## src/rtl/mctrl_pkg.sv

```systemverilog
// mctrl_pkg: shared types and constants for the multi-cycle control FSM.
//   state_e    : FSM state encoding
//   opclass_e  : decoded instruction class
//   OP_*       : 6-bit opcode values of the supported instructions
//   ALUOP_*    : 3-bit ALU operation codes driven on ALUOp_o
package mctrl_pkg;

    typedef enum logic [3:0] {
        ST_IDLE,
        ST_FETCH,
        ST_DECODE,
        ST_EXEC,
        ST_WB,
        ST_ADDR,
        ST_MEM,
        ST_MEMWB,
        ST_BRANCH,
        ST_TRAP
    } state_e;

    typedef enum logic [2:0] {
        CLS_R,
        CLS_ADDI,
        CLS_LW,
        CLS_SW,
        CLS_BEQ,
        CLS_ILLEGAL
    } opclass_e;

    localparam logic [5:0] OP_RTYPE = 6'b000000;
    localparam logic [5:0] OP_ADDI  = 6'b001000;
    localparam logic [5:0] OP_LW    = 6'b100011;
    localparam logic [5:0] OP_SW    = 6'b101011;
    localparam logic [5:0] OP_BEQ   = 6'b000100;

    localparam logic [2:0] ALUOP_RTYPE = 3'b010;
    localparam logic [2:0] ALUOP_ADDI  = 3'b011;
    localparam logic [2:0] ALUOP_BEQ   = 3'b001;
    localparam logic [2:0] ALUOP_ADD   = 3'b000;

endpackage

```

## src/rtl/multicycle_ctrl_opclass.sv

```systemverilog
// mctrl_opclass: combinational opcode classifier.
//   op_i  [5:0] in  : opcode field of the IR
//   cls_o [2:0] out : opclass_e value (R, ADDI, LW, SW, BEQ, ILLEGAL)
module mctrl_opclass
    import mctrl_pkg::*;
(
    input  logic [5:0] op_i,
    output logic [2:0] cls_o
);

    always_comb begin
        // NOTE: default assignment first so every path drives cls_o and no latch is inferred.
        cls_o = CLS_ILLEGAL;
        unique case (op_i)
            OP_RTYPE: cls_o = CLS_R;
            OP_ADDI:  cls_o = CLS_ADDI;
            OP_LW:    cls_o = CLS_LW;
            OP_SW:    cls_o = CLS_SW;
            OP_BEQ:   cls_o = CLS_BEQ;
            default:  cls_o = CLS_ILLEGAL;
        endcase
    end

endmodule

```

## src/rtl/multicycle_ctrl.sv

```systemverilog
// multicycle_ctrl: multi-cycle control FSM for the MIPS-subset CPU
// (R-type, addi, lw, sw, beq; any other opcode traps until reset).
//
// Ports:
//   clk_i, rst_i (async, active-low)
//   instr_op_i[5:0]  IR opcode, sampled in DECODE
//   zero_i           ALU zero flag, used in BRANCH
//   imem_ack_i       instruction fetch done
//   dmem_ack_i       data access done
//   imem_req_o, dmem_read_o, dmem_write_o   memory requests
//   IRWrite_o, PCWrite_o, PCSrc_o           IR/PC controls
//   RegWrite_o, RegDst_o, ALUSrc_o, MemtoReg_o, ALUOp_o[2:0]  datapath controls
//   trap_o           illegal opcode seen (sticky until reset)
//   retired_cnt_o[31:0]  retired-instruction counter, only with MCTRL_PERF_EN
//
// Build option: define MCTRL_PERF_EN to add retired_cnt_o.
module multicycle_ctrl
    import mctrl_pkg::*;
(
    input  logic       clk_i,
    input  logic       rst_i,
    input  logic [5:0] instr_op_i,
    input  logic       zero_i,
    input  logic       imem_ack_i,
    input  logic       dmem_ack_i,
    output logic       imem_req_o,
    output logic       dmem_read_o,
    output logic       dmem_write_o,
    output logic       IRWrite_o,
    output logic       PCWrite_o,
    output logic       PCSrc_o,
    output logic       RegWrite_o,
    output logic       RegDst_o,
    output logic       ALUSrc_o,
    output logic       MemtoReg_o,
    output logic [2:0] ALUOp_o,
    output logic       trap_o
`ifdef MCTRL_PERF_EN
    ,
    output logic [31:0] retired_cnt_o
`endif
);

    state_e     state_q;
    opclass_e   class_q;
    logic [2:0] dec_cls;

    mctrl_opclass u_opclass (
        .op_i  (instr_op_i),
        .cls_o (dec_cls)
    );

    // NOTE: sequential state uses non-blocking assignments so every register
    // updates from the pre-edge values, independent of statement order.
    always_ff @(posedge clk_i or negedge rst_i) begin
        if (!rst_i) begin
            state_q <= ST_IDLE;
            class_q <= CLS_ILLEGAL;
        end else begin
            unique case (state_q)
                ST_IDLE:   state_q <= ST_FETCH;
                ST_FETCH:  if (imem_ack_i) state_q <= ST_DECODE;
                ST_DECODE: begin
                    class_q <= opclass_e'(dec_cls);
                    unique case (opclass_e'(dec_cls))
                        CLS_R, CLS_ADDI: state_q <= ST_EXEC;
                        CLS_LW, CLS_SW:  state_q <= ST_ADDR;
                        CLS_BEQ:         state_q <= ST_BRANCH;
                        default:         state_q <= ST_TRAP;
                    endcase
                end
                ST_EXEC:   state_q <= ST_WB;
                ST_WB:     state_q <= ST_FETCH;
                ST_ADDR:   state_q <= ST_MEM;
                ST_MEM: begin
                    if (dmem_ack_i)
                        state_q <= (class_q == CLS_LW) ? ST_MEMWB : ST_FETCH;
                end
                ST_MEMWB:  state_q <= ST_FETCH;
                ST_BRANCH: state_q <= ST_FETCH;
                ST_TRAP:   state_q <= ST_TRAP;
                default:   state_q <= ST_IDLE;
            endcase
        end
    end

    // Outputs are decoded from the registered state and class. The ack- and
    // zero-qualified strobes must follow the input in the same cycle, and the
    // async reset must kill requests immediately, so this stays combinational.
    always_comb begin
        imem_req_o   = 1'b0;
        dmem_read_o  = 1'b0;
        dmem_write_o = 1'b0;
        IRWrite_o    = 1'b0;
        PCWrite_o    = 1'b0;
        PCSrc_o      = 1'b0;
        RegWrite_o   = 1'b0;
        RegDst_o     = 1'b0;
        ALUSrc_o     = 1'b0;
        MemtoReg_o   = 1'b0;
        ALUOp_o      = ALUOP_ADD;
        trap_o       = 1'b0;
        unique case (state_q)
            ST_FETCH: begin
                imem_req_o = 1'b1;
                IRWrite_o  = imem_ack_i;
                PCWrite_o  = imem_ack_i;   // PCSrc_o stays 0: PC+4
            end
            ST_EXEC, ST_WB: begin
                if (class_q == CLS_R) begin
                    ALUOp_o  = ALUOP_RTYPE;
                    ALUSrc_o = 1'b0;
                end else begin
                    ALUOp_o  = ALUOP_ADDI;
                    ALUSrc_o = 1'b1;
                end
                if (state_q == ST_WB) begin
                    RegWrite_o = 1'b1;
                    RegDst_o   = (class_q == CLS_R);
                end
            end
            ST_ADDR: begin
                ALUOp_o  = ALUOP_ADD;
                ALUSrc_o = 1'b1;
            end
            ST_MEM: begin
                ALUOp_o      = ALUOP_ADD;
                ALUSrc_o     = 1'b1;
                dmem_read_o  = (class_q == CLS_LW);
                dmem_write_o = (class_q == CLS_SW);
            end
            ST_MEMWB: begin
                RegWrite_o = 1'b1;
                MemtoReg_o = 1'b1;
            end
            ST_BRANCH: begin
                ALUOp_o   = ALUOP_BEQ;
                PCSrc_o   = 1'b1;
                PCWrite_o = zero_i;
            end
            ST_TRAP:  trap_o = 1'b1;
            default: ;
        endcase
    end

`ifdef MCTRL_PERF_EN
    logic        retire;
    logic [31:0] retired_d;
    logic [31:0] retired_q;

    // One pulse per completed instruction: the cycle leaving its last state.
    assign retire = (state_q == ST_WB) || (state_q == ST_MEMWB) ||
                    (state_q == ST_BRANCH) ||
                    ((state_q == ST_MEM) && dmem_ack_i && (class_q == CLS_SW));

    assign retired_d = retire ? retired_q + 32'd1 : retired_q;  // wraps naturally

    always_ff @(posedge clk_i or negedge rst_i) begin
        if (!rst_i) retired_q <= '0;
        else        retired_q <= retired_d;
    end

    assign retired_cnt_o = retired_q;
`endif

endmodule
```

## config.mk

```make
export PLATFORM = sky130hd
export DESIGN_NAME = multicycle_ctrl
export DESIGN_NICKNAME = d
export VERILOG_FILES = /design/src/rtl/mctrl_pkg.sv /design/src/rtl/multicycle_ctrl_opclass.sv /design/src/rtl/multicycle_ctrl.sv
export SDC_FILE = /design/constraint.sdc
export NUM_CORES = 1
export LEC_CHECK = 0
export CAP_MARGIN = 20
export CORE_MARGIN = 4
export CORE_UTILIZATION = 45
export DETAILED_ROUTE_END_ITERATION = 6
export GPL_TIMING_DRIVEN = 0
export PLACE_DENSITY = 0.82
export SYNTH_ARGS = -nofsm -noshare
export SYNTH_HDL_FRONTEND = slang
export SYNTH_HIERARCHICAL = 1
export SYNTH_SLANG_ARGS = --single-unit
export TNS_END_PERCENT = 50
```

## constraint.sdc

```tcl
create_clock -name clk_i -period 2.65 [get_ports clk_i]
set_clock_uncertainty 0.15 [all_clocks]
set_input_delay 0.53 -clock clk_i [delete_from_list [all_inputs] [get_ports clk_i]]
set_output_delay 0.53 -clock clk_i [all_outputs]
set_load 0.005 [all_outputs]
```

==> metrics <==
run status=complete, no violations; async set-or-reset flop fraction in the synthesized netlist=1.00; number of input and output port buffers inserted=23; clock network fraction of design power=0.119; antenna diode count=0; number of cells in the design after placement=approximately 110; depth of the CTS H-tree=1; destination of the worst register-to-register timing path=class_q[1]; cell-by-cell trace of the critical path=buf_4, nand2b_1, nor3_4, a21o_1, clkdlybuf4s50_1; Flop pwr share=0.249; worst hold path type=in -> async; crit end category=primary output; estimated wirelength of the detail-placed design=around 1300 um; total setup violations reported at the end of the flow=0; I/O pin total=25; critical path buffer and inverter count=2; reported max-cap violation count=0; area occupied by multi-input gates=approximately 440 um^2; total wire length after detailed routing=1620 um; category of the worst setup path launch point=flip-flop; antenna violations before repair=0; max-slew violation count=0; DIE WIDTH=45.8 um; RSZ-0062 raised after global routing=true; maximum number of pins on one net before global-route repair=11; switching part of the total power=0.388; worst hold slack=roughly 0.38 ns; maximum number of buffers from clock root to sink=2; Root Buffer=clkbuf_4; Fmax achieved=between 300 and 400 MHz; routed via count=between 600 and 700; core footprint=approximately 1300 um^2; clock-pin slew on the worst setup and hold paths=0.05 ns; global route overflow=0; setup slack after placement=just under 0.07 ns; number of nets in the finished design=between 100 and 150; total global routing track utilization=0.175; Die Outline Area=2100 um^2; cell with the largest stage delay on the worst path=clkdlybuf4s50_1; final setup TNS=0 ns; placer's final routability congestion estimate=between 0.7 and 0.8; number of sinks driven by the clock tree=7; storage element area=178 um^2; DRC violations left=0; insertion delay to the later sink of the worst-skew pair=between 0.2 and 0.3 ns; count of nets left with antenna violations after detail routing=0; routed wirelength normalized by instance count=13.9 um; Most used DFF post-synth=dfrtp_1; count of final hold-check violations=0; reg2reg path depth=3; Final Worst Setup Slack=0.0842 ns; share of the yosys chip area belonging to registers=0.276; most common cell after layout, fill and taps aside=clkdlybuf4s50_1; fraction of final layout cells sized beyond drive strength 1=0.206; flops & latches, synth=7; areal power density over the cells=between 800 and 900 nW/um^2; Avg Vias per Cell=around 5.6; maximum single-stage delay on the critical path=slightly below 0.5 ns; most frequent cells in the layout=clkdlybuf4s50_1 (23), nor2_1 (8), buf_4 (5), dfrtp_1 (5); family with the most delay on the worst path=buffers and inverters; count of unique library cells instantiated by Yosys=37; Syn Inst Count=74; post-synthesis to final-layout area growth=46.2%; IR drop worst, VDD=between 0.5 and 0.6 mV; CP Data Required Time=slightly below 2 ns; final standard cell count with taps included and fillers excluded=roughly 120; net count after synthesis=85; drt first pass iters=4; post-synthesis instance area=around 640 um^2; Pint=just under 500 uW; switching power summed over all nets=311 uW; source of the worst register-to-register timing path=state_q[0]; minimum setup slack among reg-to-reg paths=approximately 1.1 ns; portion of total power attributed to combinational logic=0.632; start-to-end type of the worst setup path=reg -> out; synthesis warning total=6; number of global-route vias before repair=600; Die Y=45.8 um; Final min period=2.57 ns; Final Cycle Share=0.968; number of enable flip-flop cells after synthesis=0; Row Count=13; Synth Area per Inst=approximately 8.7 um^2; reported leakage power=0.000386 uW; global-route wire length before repair=2560 um; initial cell density of the core=0.489; arrival time reported for the critical path endpoint=1.89 ns; CTS buffer count=3; clock tree from TritonCTS=built; First DRT Iteration DRCs=5; CP Max Fanout=10; number of fill cells=about 120
## Yosys cell counts, drive strengths merged, types with 2 or more instances
cell / number / area [um^2]
and2: 2 / 13.8
a21o: 4 / 30.0
o21ai: 3 / 15.0
nand2: 4 / 15.0
dfrtp: 5 / 125
dfstp: 2 / 52.6
a21oi: 3 / 15.0
o22ai: 3 / 18.8
buf: 5 / 37.5
mux2: 3 / 33.8
nand2b: 5 / 38.8
nor2: 8 / 30.0
nor3b: 3 / 27.5
or3: 2 / 12.5
nor3: 6 / 51.3
## state kept, by name (all words and copies together) (netlist names)
name / flops
class_q: 3
state_q: 4
## kinds of logic (layout without fill, tap and decap cells)
| family | count (synthesis) | in the layout | share of synthesized area |
|---|---|---|---|
| and+or+nand+nor | 38 | 38 | 0.410 |
| AOI/OAI and AO/OA | 19 | 19 | 0.192 |
| DFF | 7 | 7 | 0.276 |
| buffers and inverters | 6 | 34 | 0.0641 |
| muxes | 3 | 3 | 0.0524 |
| other | 1 | 1 | 0.00582 |
## worst reg2reg max path, delay by kind of cell, from the launching register on
| family | cells | cell delay, ns |
|---|---|---|
| flip-flops | 1 | 0.42 |
| multiplexers | 1 | 0.35 |
| AND/OR/NAND/NOR | 2 | 0.49 |
## cell type report
cell class,instances,area share
Clock buffer,4,0.0279
Sequential cell,7,0.189
Inverter,1,0.00398
Buffer,5,0.0438
Tap cell,15,0.0199
Timing Repair Buffer,24,0.252
Multi-Input combinational cell,61,0.463
## worst max path at each step
| stage | cells after the start | end | startpoint |
|---|---|---|---|
| floorplan | 6 | state_q[0] | instr_op_i[5] |
| global placement | 7 | state_q[0] | instr_op_i[5] |
| detailed placement | 7 | state_q[0] | instr_op_i[5] |
| CTS | 5 | PCWrite_o | state_q[2] |
| global route | 5 | ALUSrc_o | state_q[1] |
| finish | 5 | PCWrite_o | state_q[2] |
## metrics by stage
step	util	total power [uW]	instance area [um^2]
detailed placement	0.678	684	893
finish	0.715	803	942
global route	0.715	867	942
floorplan	-	499	644
CTS	0.698	782	920
global placement	0.678	671	893
## power by group through the flow
| stage | Combinational (uW) | Clock (uW) | Sequential [uW] |
|---|---|---|---|
| 5_1_grt | 554 | 106 | 207 |
| 2_1_floorplan | 311 | 0 | 188 |
| 4_1_cts | 488 | 98.2 | 196 |
| 3_3_place_gp | 476 | 0 | 194 |
| 3_5_place_dp | 487 | 0 | 197 |
| 6_report | 507 | 95.7 | 200 |
## metal layers
metal  vias to the layer above  global-route usage  share of wire
met5                         -                   0              0
met4                         0              0.0511         0.0062
met3                         2              0.0751          0.081
met2                        23               0.313           0.51
met1                       304               0.181           0.41
li1                        331                   -              -
## what timing repair did
action,4_1_cts,5_1_grt
resized for setup,0,3
hold buffers,0,0
buffers inserted,0,1
setup endpoints to repair,0,2
Power figures use the tool's default switching activity.
